===== src/rtl/lc3_ctrl_seq.sv =====
// LC-3 subset microsequencer: Moore FSM numbered after the LC-3 state diagram.
// Outputs are registered from the decode of the next state, so they always match `state`.
module lc3_ctrl_seq #(
  parameter bit ILLEGAL_HALT = 1'b0
) (
  input  logic       clk,
  input  logic       rst,
  input  logic [3:0] ir_op,
  input  logic       ben,
  input  logic       mem_ready,
  output logic       ld_mar,
  output logic       ld_mdr,
  output logic       ld_ir,
  output logic       ld_pc,
  output logic       ld_reg,
  output logic       ld_cc,
  output logic       ld_ben,
  output logic       gate_pc,
  output logic       gate_mdr,
  output logic       gate_alu,
  output logic       gate_marmux,
  output logic [1:0] pcmux,
  output logic       addr1mux,
  output logic [1:0] addr2mux,
  output logic [1:0] aluk,
  output logic       mem_en,
  output logic       r_w,
  output logic       illegal,
  output logic [5:0] state
);

  localparam int unsigned SW = 6;
  localparam int unsigned OW = 21;

  localparam logic [SW-1:0] S_BR    = 6'd0;
  localparam logic [SW-1:0] S_ADD   = 6'd1;
  localparam logic [SW-1:0] S_LD    = 6'd2;
  localparam logic [SW-1:0] S_AND   = 6'd5;
  localparam logic [SW-1:0] S_NOT   = 6'd9;
  localparam logic [SW-1:0] S_JMP   = 6'd12;
  localparam logic [SW-1:0] S_ILL   = 6'd13;
  localparam logic [SW-1:0] S_LEA   = 6'd14;
  localparam logic [SW-1:0] S_FETCH = 6'd18;
  localparam logic [SW-1:0] S_BRT   = 6'd22;
  localparam logic [SW-1:0] S_LDW   = 6'd25;
  localparam logic [SW-1:0] S_LDR   = 6'd27;
  localparam logic [SW-1:0] S_DEC   = 6'd32;
  localparam logic [SW-1:0] S_FWAIT = 6'd33;
  localparam logic [SW-1:0] S_IR    = 6'd35;
  localparam logic [SW-1:0] S_HALT  = 6'd63;

  // State-18 decode, loaded by reset
  localparam logic [OW-1:0] OUT_RST = {1'b1, 1'b0, 1'b0, 1'b1, 1'b0, 1'b0, 1'b0,
                                       1'b1, 1'b0, 1'b0, 1'b0,
                                       2'b00, 1'b0, 2'b00, 2'b00, 1'b0, 1'b0, 1'b0};

  logic [SW-1:0] state_q, state_d;
  logic [OW-1:0] out_q, out_d;

  logic       ld_mar_d, ld_mdr_d, ld_ir_d, ld_pc_d, ld_reg_d, ld_cc_d, ld_ben_d;
  logic       gate_pc_d, gate_mdr_d, gate_alu_d, gate_marmux_d;
  logic [1:0] pcmux_d, addr2mux_d, aluk_d;
  logic       addr1mux_d, mem_en_d, r_w_d, illegal_d;

  // Next-state logic
  always_comb begin
    state_d = S_FETCH;
    case (state_q)
      S_FETCH: state_d = S_FWAIT;
      S_FWAIT: state_d = mem_ready ? S_IR : S_FWAIT;
      S_IR:    state_d = S_DEC;
      S_DEC: begin
        case (ir_op)
          4'b0000: state_d = S_BR;
          4'b0001: state_d = S_ADD;
          4'b0101: state_d = S_AND;
          4'b1001: state_d = S_NOT;
          4'b1100: state_d = S_JMP;
          4'b1110: state_d = S_LEA;
          4'b0010: state_d = S_LD;
          default: state_d = S_ILL;
        endcase
      end
      S_BR:    state_d = ben ? S_BRT : S_FETCH;
      S_LD:    state_d = S_LDW;
      S_LDW:   state_d = mem_ready ? S_LDR : S_LDW;
      S_ILL:   state_d = ILLEGAL_HALT ? S_HALT : S_FETCH;
      S_HALT:  state_d = ILLEGAL_HALT ? S_HALT : S_FETCH;
      default: state_d = S_FETCH;
    endcase
  end

  // Control decode of the state being entered
  always_comb begin
    ld_mar_d      = 1'b0;
    ld_mdr_d      = 1'b0;
    ld_ir_d       = 1'b0;
    ld_pc_d       = 1'b0;
    ld_reg_d      = 1'b0;
    ld_cc_d       = 1'b0;
    ld_ben_d      = 1'b0;
    gate_pc_d     = 1'b0;
    gate_mdr_d    = 1'b0;
    gate_alu_d    = 1'b0;
    gate_marmux_d = 1'b0;
    pcmux_d       = 2'b00;
    addr1mux_d    = 1'b0;
    addr2mux_d    = 2'b00;
    aluk_d        = 2'b00;
    mem_en_d      = 1'b0;
    r_w_d         = 1'b0;
    illegal_d     = 1'b0;
    case (state_d)
      S_FETCH: begin
        ld_mar_d  = 1'b1;
        ld_pc_d   = 1'b1;
        gate_pc_d = 1'b1;
      end
      S_FWAIT, S_LDW: begin
        mem_en_d = 1'b1;
        ld_mdr_d = 1'b1;
      end
      S_IR: begin
        ld_ir_d    = 1'b1;
        gate_mdr_d = 1'b1;
      end
      S_DEC: ld_ben_d = 1'b1;
      S_ADD, S_AND, S_NOT: begin
        ld_reg_d   = 1'b1;
        ld_cc_d    = 1'b1;
        gate_alu_d = 1'b1;
        aluk_d     = (state_d == S_AND) ? 2'b01 : ((state_d == S_NOT) ? 2'b10 : 2'b00);
      end
      S_BRT: begin
        ld_pc_d    = 1'b1;
        pcmux_d    = 2'b10;
        addr2mux_d = 2'b10;
      end
      S_JMP: begin
        ld_pc_d    = 1'b1;
        pcmux_d    = 2'b10;
        addr1mux_d = 1'b1;
      end
      S_LEA: begin
        ld_reg_d      = 1'b1;
        ld_cc_d       = 1'b1;
        gate_marmux_d = 1'b1;
        addr2mux_d    = 2'b10;
      end
      S_LD: begin
        ld_mar_d      = 1'b1;
        gate_marmux_d = 1'b1;
        addr2mux_d    = 2'b10;
      end
      S_LDR: begin
        ld_reg_d   = 1'b1;
        ld_cc_d    = 1'b1;
        gate_mdr_d = 1'b1;
      end
      S_ILL: illegal_d = 1'b1;
      default: ;
    endcase
  end

  assign out_d = {ld_mar_d, ld_mdr_d, ld_ir_d, ld_pc_d, ld_reg_d, ld_cc_d, ld_ben_d,
                  gate_pc_d, gate_mdr_d, gate_alu_d, gate_marmux_d,
                  pcmux_d, addr1mux_d, addr2mux_d, aluk_d, mem_en_d, r_w_d, illegal_d};

  always_ff @(posedge clk or negedge rst) begin
    if (!rst) begin
      state_q <= S_FETCH;
      out_q   <= OUT_RST;
    end else begin
      state_q <= state_d;
      out_q   <= out_d;
    end
  end

  assign {ld_mar, ld_mdr, ld_ir, ld_pc, ld_reg, ld_cc, ld_ben,
          gate_pc, gate_mdr, gate_alu, gate_marmux,
          pcmux, addr1mux, addr2mux, aluk, mem_en, r_w, illegal} = out_q;
  assign state = state_q;

endmodule


===== config.mk =====
export PLATFORM = sky130hd
export DESIGN_NAME = lc3_ctrl_seq
export DESIGN_NICKNAME = d
export VERILOG_FILES = /design/src/rtl/lc3_ctrl_seq.sv
export SDC_FILE = /design/constraint.sdc
export NUM_CORES = 1
export LEC_CHECK = 0
export CORE_MARGIN = 8
export CORE_UTILIZATION = 35
export CTS_BUF_LIST = sky130_fd_sc_hd__clkbuf_16
export DETAILED_ROUTE_END_ITERATION = 16
export PLACE_DENSITY = 0.68
export SETUP_SLACK_MARGIN = 0.15
export SLEW_MARGIN = 20
export SYNTH_ARGS = -nofsm -noshare
export SYNTH_HDL_FRONTEND = slang
export SYNTH_SLANG_ARGS = --single-unit
export TNS_END_PERCENT = 30

===== constraint.sdc =====
create_clock -name clk -period 3.3 [get_ports clk]
set_input_delay 0.33 -clock clk [delete_from_list [all_inputs] [get_ports clk]]
set_output_delay 0.33 -clock clk [all_outputs]
set_load 0.03 [all_outputs]

# Word-level counts from Yosys, hierarchy flattened
# Cells that the tools add are included.
dict set report op_classes {
  bitwise_logic 0
  order_cmp 0
  muxes 22
  add_sub_neg 0
  div_mod_pow 0
  mul 0
  eq_ne 26
  shifts 0
  n_reduce_logical 11
}
# operator count
set ops {}
lappend ops {{6-bit case mux with 7 select lines} 1}
lappend ops {{6-bit by 5-bit == test with 1-bit output (second input constant)} 6}
lappend ops {{6-bit == test (second input constant)} 6}
lappend ops {{4-bit case mux with 7 select lines} 1}
lappend ops {{6-bit by 4-bit == test with 1-bit output (second input constant)} 4}
lappend ops {{2-bit two-way mux} 7}
lappend ops {{4-bit == test (second input constant)} 3}
lappend ops {{6-bit by 2-bit == test with 1-bit output (second input constant)} 2}
lappend ops {{1-bit two-way mux} 12}
lappend ops {{2-bit OR reduction} 5}
lappend ops {{3-bit OR reduction} 3}
lappend ops {{6-bit by 1-bit == test with 1-bit output (second input constant)} 1}
lappend ops {{6-bit by 3-bit == test with 1-bit output (second input constant)} 1}
lappend ops {{6-bit zero test} 1}
lappend ops {{5-bit OR reduction} 1}
lappend ops {{4-bit by 1-bit == test with 1-bit output (second input constant)} 1}
lappend ops {{4-bit by 2-bit == test with 1-bit output (second input constant)} 1}
lappend ops {{4-bit by 3-bit == test with 1-bit output (second input constant)} 1}
lappend ops {{4-bit zero test} 1}
lappend ops {{3-bit two-way mux} 1}
dict set report word_totals {
  regBits 26
  rom_bits 0
  memories 0
  word_cells 61
  ram_bits 0
  latch_bits 0
}

# Longest topological paths before layout
# Gate-level depths: netlist of run 1.
dict set report depth {
  depth_word 7
  depth_mapped 7
  ltp_nobuf 6
}

# Worst setup path after synthesis of run 1
# OpenSTA, ideal clock, no wires.
dict set report synth_timing {
  path_type {reg-to-reg}
  from {register state_q[5] (netlist: state[5])}
  to {register out_q[16]}
  stages_incl_launch_ff 7
  required_time_ns 3.161
  path_slack_ns 1.493
  arrival_ns 1.668
  period_less_slack_ns 1.807
  setup_ns 0.139
  path_cell_list {dfrtp_1 buf_6 or3b_4 a211o_1 nand3_2 nand3b_2 o221ai_1}
}
dict set report synth_between {
  elab_chain_len 5
}
# element line_no
set synth_rtl {}
lappend synth_rtl {{start: declaration} 57} ;# logic [SW-1:0] state_q, state_d;
lappend synth_rtl {{start signal: assignment} 174} ;# state_q <= state_d;
lappend synth_rtl {{6-bit by 5-bit == test with 1-bit output, or another cell as far along} 68} ;# case (state_q)
lappend synth_rtl {{6-bit case mux with 7 select lines *} 68}
lappend synth_rtl {{named net state_d[0]} 57}
lappend synth_rtl {{6-bit by 3-bit == test with 1-bit output, or another cell as far along} n/a}
lappend synth_rtl {{5-bit OR reduction (no line) *} n/a}
lappend synth_rtl {{1-bit two-way mux *} n/a}
lappend synth_rtl {{named net ld_cc_d} 60} ;# logic ld_mar_d, ld_mdr_d, ld_ir_d, ld_pc_d, ld_reg_d, ld_cc_d, ld_ben_d;
lappend synth_rtl {{end signal: assignment} 175} ;# out_q <= out_d;
lappend synth_rtl {{end: declaration} 58} ;# logic [OW-1:0] out_q, out_d;
# Mark *: on every way through the listed nets, which the timed path passes. The rest lies on a longest branch.

# Worst setup path after layout of run 1
dict set report layout_timing {
  from {register state_q[4] (netlist: state[4])}
  to {output state[4]}
}
# element line_no
set layout_rtl {}
lappend layout_rtl {{end: declaration} 29} ;# output logic [5:0] state
# No word-level cell between the ends.

==> results.json, run 1 <==
{
  "cts_tree": "yes",
  "place_hpwl_um": 1920,
  "crit_start": "state[4]",
  "dr.pass1.iters": 4,
  "cp-endpoint": "state[4]",
  "cp.buffers_inverters": 1,
  "initial_core_util_pct": 36.4,
  "vias": 820,
  "cap_violations": 0,
  "place.gp.congestion": 0.857,
  "post_cts_buffers": 0,
  "worstMarginPinSlew_ns": 0.948,
  "setup_viol": 0,
  "rows": 20,
  "start_kind": "flop",
  "routedWlPerCell_um": 16.3,
  "final_util_pct": 49.0,
  "critPathCaptureType": "primary output",
  "grt_pass1_vias": 908,
  "ys_warn_count": 0,
  "hold_violations": 0,
  "final_nets": 133,
  "setup_tns_ns": 0,
  "max_stage_delay_ns": 0.70,
  "crit_chain": "clkdlybuf4s50_1",
  "ant_nets": 0,
  "cts-buffers-inserted": 3,
  "grt_usage_pct": 10.6,
  "synth_cells": 94,
  "skew_ns": 0.00766,
  "required_ns": 2.97,
  "antenna_cells": 0,
  "chipHeight_um": 71.9,
  "p_per_area_mw_per_mm2": 914,
  "final_area_mm2": 0.00147,
  "worst-path-stages": 1,
  "path_max_fanout": 9,
  "grt_pass1_wl_um": 4290,
  "ctsHoldBuffers": 0,
  "antenna_found_initial": 0,
  "netlist_area_mm2": 0.00109,
  "synthFlopType": "dfrtp_1",
  "synth_cell_type_count": 45,
  "dpl_cell_area_mm2": 0.00139,
  "cts_max_level": 1,
  "clk_pin_slew_ns": 0.06,
  "reg2reg_from": "state[0]",
  "critical-path-slowest-cell": "clkdlybuf4s50_1",
  "cts-root-buf": "clkbuf_16",
  "clkSinkCount": 22,
  "overflow": 0,
  "drc_errors": 0,
  "timing.critical_path.arrival_ns": 1.58,
  "worstSkewPairLatency_ns": 0.25,
  "path_class": "reg -> out",
  "min_period_ns": 1.91,
  "drv_slew": 0,
  "io_pins": 35,
  "post-route-period-util_pct": 58.0,
  "dr.first_iter.drc_count": 22,
  "cts-resized-gates": 0,
  "synth_edf_count": 0,
  "status": "completed",
  "layout_common_cells": "31 x clkdlybuf4s50_1, 17 x dfrtp_1, 9 x nor2_1, 5 x inv_1, 5 x dfstp_2",
  "rsz0062_at_grt": "false",
  "fp.dieW_um": 71.9,
  "io_buffers": 31,
  "regToRegEndpoint": "out_q[17]",
  "postSynth.asyncResetShare_pct": 100,
  "fill_cells": 280,
  "hold_path_class": "in -> async",
  "final_layout_size_suffix_gt1_share_pct": 17.7,
  "viasPerCell": 5.22,
  "seq_area_frac_synth_pct": 51.0,
  "dieArea_mm2": 0.00516,
  "ir_drop_v": 0.000290,
  "area_growth_pct": 34.6,
  "drt-total-wl_um": 2550,
  "cpLargestDelayFamily": "buffers and inverters",
  "slew_headroom_pct": 36.6,
  "synth_area_per_cell_um2": 11.6,
  "p_leak_nw": 0.635,
  "grt_max_degree": 23,
  "core_mm2": 0.00300,
  "ff2ff_setup_slack_ns": 1.47,
  "cts_max_path_buffers": 2,
  "ys_seq_elements": 22,
  "reg2regPathDepth": 5,
  "max_freq_mhz": 522,
  "final_common_cell": "clkdlybuf4s50_1"
}
stage by stage:
step | hold slack (ns) | std cells | setup slack (ns) | total power [W]
2_1_floorplan | 0.0344 | 96 | 1.49 | 0.000892
3_3_place_gp | 0.584 | 153 | 1.22 | 0.00107
3_5_place_dp | 0.599 | 153 | 1.17 | 0.00108
4_1_cts | 0.608 | 157 | 1.38 | 0.00135
5_1_grt | 0.635 | 157 | 1.30 | 0.00141
6_report | 0.601 | 157 | 1.39 | 0.00134
logic make-up after synthesis:
family                    synth area share (%)
and+or+nand+nor                           25.3
other                                    0.343
buffers and inverters                     7.45
DFF                                       51.0
xor gates and xnor gates                 0.802
AOI/OAI and AO/OA                         15.1
routing by layer:
layer,vias up,track usage (%),routed length (um)
li1,386,-,-
met1,405,11.3,1070
met2,25,17.5,1240
met3,4,4.32,207
met4,0,5.44,40
met5,-,0,0
report_power, final:
group          switching (W)  internal [W]
clock network      0.0000934      0.000161
registers          0.0000851      0.000354
logic               0.000370      0.000279
area by class of cell:
class                           instances  area [um^2]  share of cell area, %
Sequential cell                        22          557                   37.9
Clock buffer                            3         75.1                   5.11
Tap cell                               33         41.3                   2.81
Timing Repair Buffer                   31          310                   21.1
Clock inverter                          1         3.75                  0.255
Inverter                                5         21.3                   1.45
Multi-Input combinational cell         62          462                   31.4
how the worst min path moves through the flow:
stage	start	to	slack [ns]	cells past startpoint
2_1_floorplan	rst	out_q[0]	0.03	0
3_3_place_gp	state[1]	out_q[14]	0.58	1
3_5_place_dp	state[1]	out_q[14]	0.60	1
4_1_cts	state[1]	out_q[14]	0.61	1
5_1_grt	state[1]	out_q[14]	0.63	1
6_report	rst	state[5]	0.60	1
state kept, by name (all words and copies together), names as in the netlist:
register and flops:
state 6, out_q 16
synth_stat cells, types with 2 or more instances:
| cell type | instances | share of area, % |
|---|---|---|
| o21ai_2 | 2 | 1.6 |
| and2_1 | 2 | 1.1 |
| o21ai_4 | 2 | 3.0 |
| nor2b_1 | 2 | 1.1 |
| a211oi_1 | 2 | 1.4 |
| nand2b_1 | 2 | 1.1 |
| nor3_1 | 2 | 0.92 |
| buf_6 | 2 | 2.1 |
| dfrtp_1 | 17 | 39 |
| o21ai_1 | 2 | 0.92 |
| a21oi_1 | 2 | 0.92 |
| nand2_1 | 3 | 1.0 |
| dfstp_2 | 5 | 12 |
| nor2_1 | 9 | 3.1 |
| nor3b_1 | 2 | 1.4 |
| inv_1 | 4 | 1.4 |
| buf_4 | 5 | 3.4 |
| nand3b_1 | 2 | 1.4 |
(Power assumes the default switching activity.)
==> run 2: changes to the inputs <==
- clock period: 3.3 -> 2 ns (I/O delays scaled with it)
==> run 2 against run 1 <==
Compared with the run above: sequential power is 66% higher; core utilization is 2.1 points higher; largest cell class unchanged; highest routed layer unchanged; register-to-register slack worse by 1.2 ns; setup slack worse by 1.2 ns; combinational power is 68% higher; flip-flop and latch count stayed put; global-route usage is 0.70 points lower.
==> results.json, run 2 (synthesized netlist as in run 1, its figures left out) <==
{
  "ant_nets": 0,
  "p_seq_share_pct": 32.7,
  "initial_core_util_pct": 36.4,
  "setup_viol": 0,
  "place_hpwl_um": 1920,
  "vias": 817,
  "worstSkewPairLatency_ns": 0.25,
  "chipHeight_um": 71.9,
  "dpl_cell_area_mm2": 0.00143,
  "min_period_ns": 1.78,
  "clk_pin_slew_ns": 0.06,
  "start_kind": "flop",
  "regToRegEndpoint": "out_q[17]",
  "timing.critical_path.arrival_ns": 1.58,
  "hold_violations": 0,
  "grt_pass1_wl_um": 4020,
  "io_buffers": 31,
  "final_nets": 140,
  "viasPerCell": 4.98,
  "antenna_cells": 0,
  "crit_chain": "clkdlybuf4s50_1",
  "setup_tns_ns": 0,
  "drt-total-wl_um": 2410,
  "ff2ff_setup_slack_ns": 0.26,
  "cts-buffers-inserted": 3,
  "regArea_um2": 561,
  "final_util_pct": 51.0,
  "overflow": 0,
  "rsz0062_at_grt": "false",
  "rows": 20,
  "internal-power_w": 0.00135,
  "dr.pass1.iters": 4,
  "routedWlPerCell_um": 14.7,
  "critical-path-slowest-cell": "clkdlybuf4s50_1",
  "p_per_area_mw_per_mm2": 1460,
  "final_common_cell": "clkdlybuf4s50_1",
  "pwr-share-comb_pct": 48.9,
  "grt_pass1_vias": 836,
  "layout_common_cells": "31 x clkdlybuf4s50_1, 14 x dfrtp_1, 9 x nor2_1, 7 x buf_4",
  "grt_usage_pct": 9.89,
  "fp.dieW_um": 71.9,
  "largest_register_ffs": 16,
  "cts_tree": "yes",
  "p_clk_share_pct": 18.4,
  "required_ns": 1.80,
  "drc_errors": 0,
  "final_layout_size_suffix_gt1_share_pct": 25.2,
  "max_freq_mhz": 561,
  "cap_violations": 0,
  "dr.first_iter.drc_count": 14,
  "hold_path_class": "in -> async",
  "io_pins": 35,
  "cts-root-buf": "clkbuf_16",
  "reg2regPathDepth": 5,
  "reg2reg_from": "state[1]",
  "antenna_found_initial": 0,
  "cts_max_level": 1,
  "multi_input_area_um2": 468,
  "regMostFlops": "out_q",
  "skew_ns": 0.00368,
  "instances_no_fill": 164,
  "cpLargestDelayFamily": "buffers and inverters",
  "drv_slew": 0,
  "dieArea_mm2": 0.00516,
  "power_switching_w": 0.000883,
  "path_max_fanout": 9,
  "hold_slack_ns": 0.289,
  "clkSinkCount": 22,
  "post-route-period-util_pct": 89.1,
  "core_mm2": 0.00300,
  "cts_max_path_buffers": 2,
  "status": "completed",
  "max_stage_delay_ns": 0.70,
  "cp.buffers_inverters": 1,
  "fill_cells": 286,
  "switching_share_pct": 39.6,
  "place.gp.congestion": 0.813,
  "ir_drop_v": 0.000467,
  "area_growth_pct": 40.3,
  "final_area_mm2": 0.00153,
  "worst-path-stages": 1,
  "path_class": "reg -> out",
  "grt_max_degree": 23,
  "p_leak_nw": 0.666,
  "numPlacedInstances": 158,
  "critPathCaptureType": "primary output"
}
[run 2: cell type report]
class | count | share of cell area [%]
Clock buffer | 3 | 4.90
Clock inverter | 1 | 0.245
Inverter | 5 | 1.39
Multi-Input combinational cell | 62 | 30.5
Sequential cell | 22 | 36.6
Tap cell | 33 | 2.69
Timing Repair Buffer | 38 | 23.7
[run 2: repair_timing]
item / in CTS / in global routing
setup endpoints to repair: 0 / 3
setup buffers: 0 / 2
gates resized for setup: 0 / 4
hold buffers: 0 / 0
[run 2: metrics by stage]
stage	worst slack [ns]	power, W
2_1_floorplan	0.193	0.00147
3_3_place_gp	0.164	0.00179
3_5_place_dp	0.124	0.00182
4_1_cts	0.222	0.00224
5_1_grt	0.156	0.00237
6_report	0.219	0.00223
[run 2: power by group through the flow]
stage	Clock [W]	Combinational [W]	Sequential (W)
2_1_floorplan	0	0.000593	0.000879
3_3_place_gp	0	0.00107	0.000724
3_5_place_dp	0	0.00108	0.000734
4_1_cts	0.000421	0.00109	0.000726
5_1_grt	0.000446	0.00117	0.000750
6_report	0.000409	0.00109	0.000730
[run 2: worst max path at each step]
| stage | startpoint | end | slack (ns) |
|---|---|---|---|
| floorplan | state[5] | out_q[16] | 0.19 |
| global placement | ir_op[0] | out_q[17] | 0.16 |
| detailed placement | ir_op[0] | out_q[17] | 0.12 |
| CTS | state[4] | state[4] | 0.22 |
| global route | state[1] | out_q[17] | 0.16 |
| finish | state[4] | state[4] | 0.22 |
[run 2: metal layers]
| layer | global-route usage (%) | up-vias | routed length (um) |
|---|---|---|---|
| met5 | 0 | - | 0 |
| met4 | 5.67 | 0 | 39 |
| met3 | 3.21 | 4 | 165 |
| met2 | 15.3 | 27 | 1150 |
| met1 | 11.7 | 387 | 1060 |
| li1 | - | 399 | - |
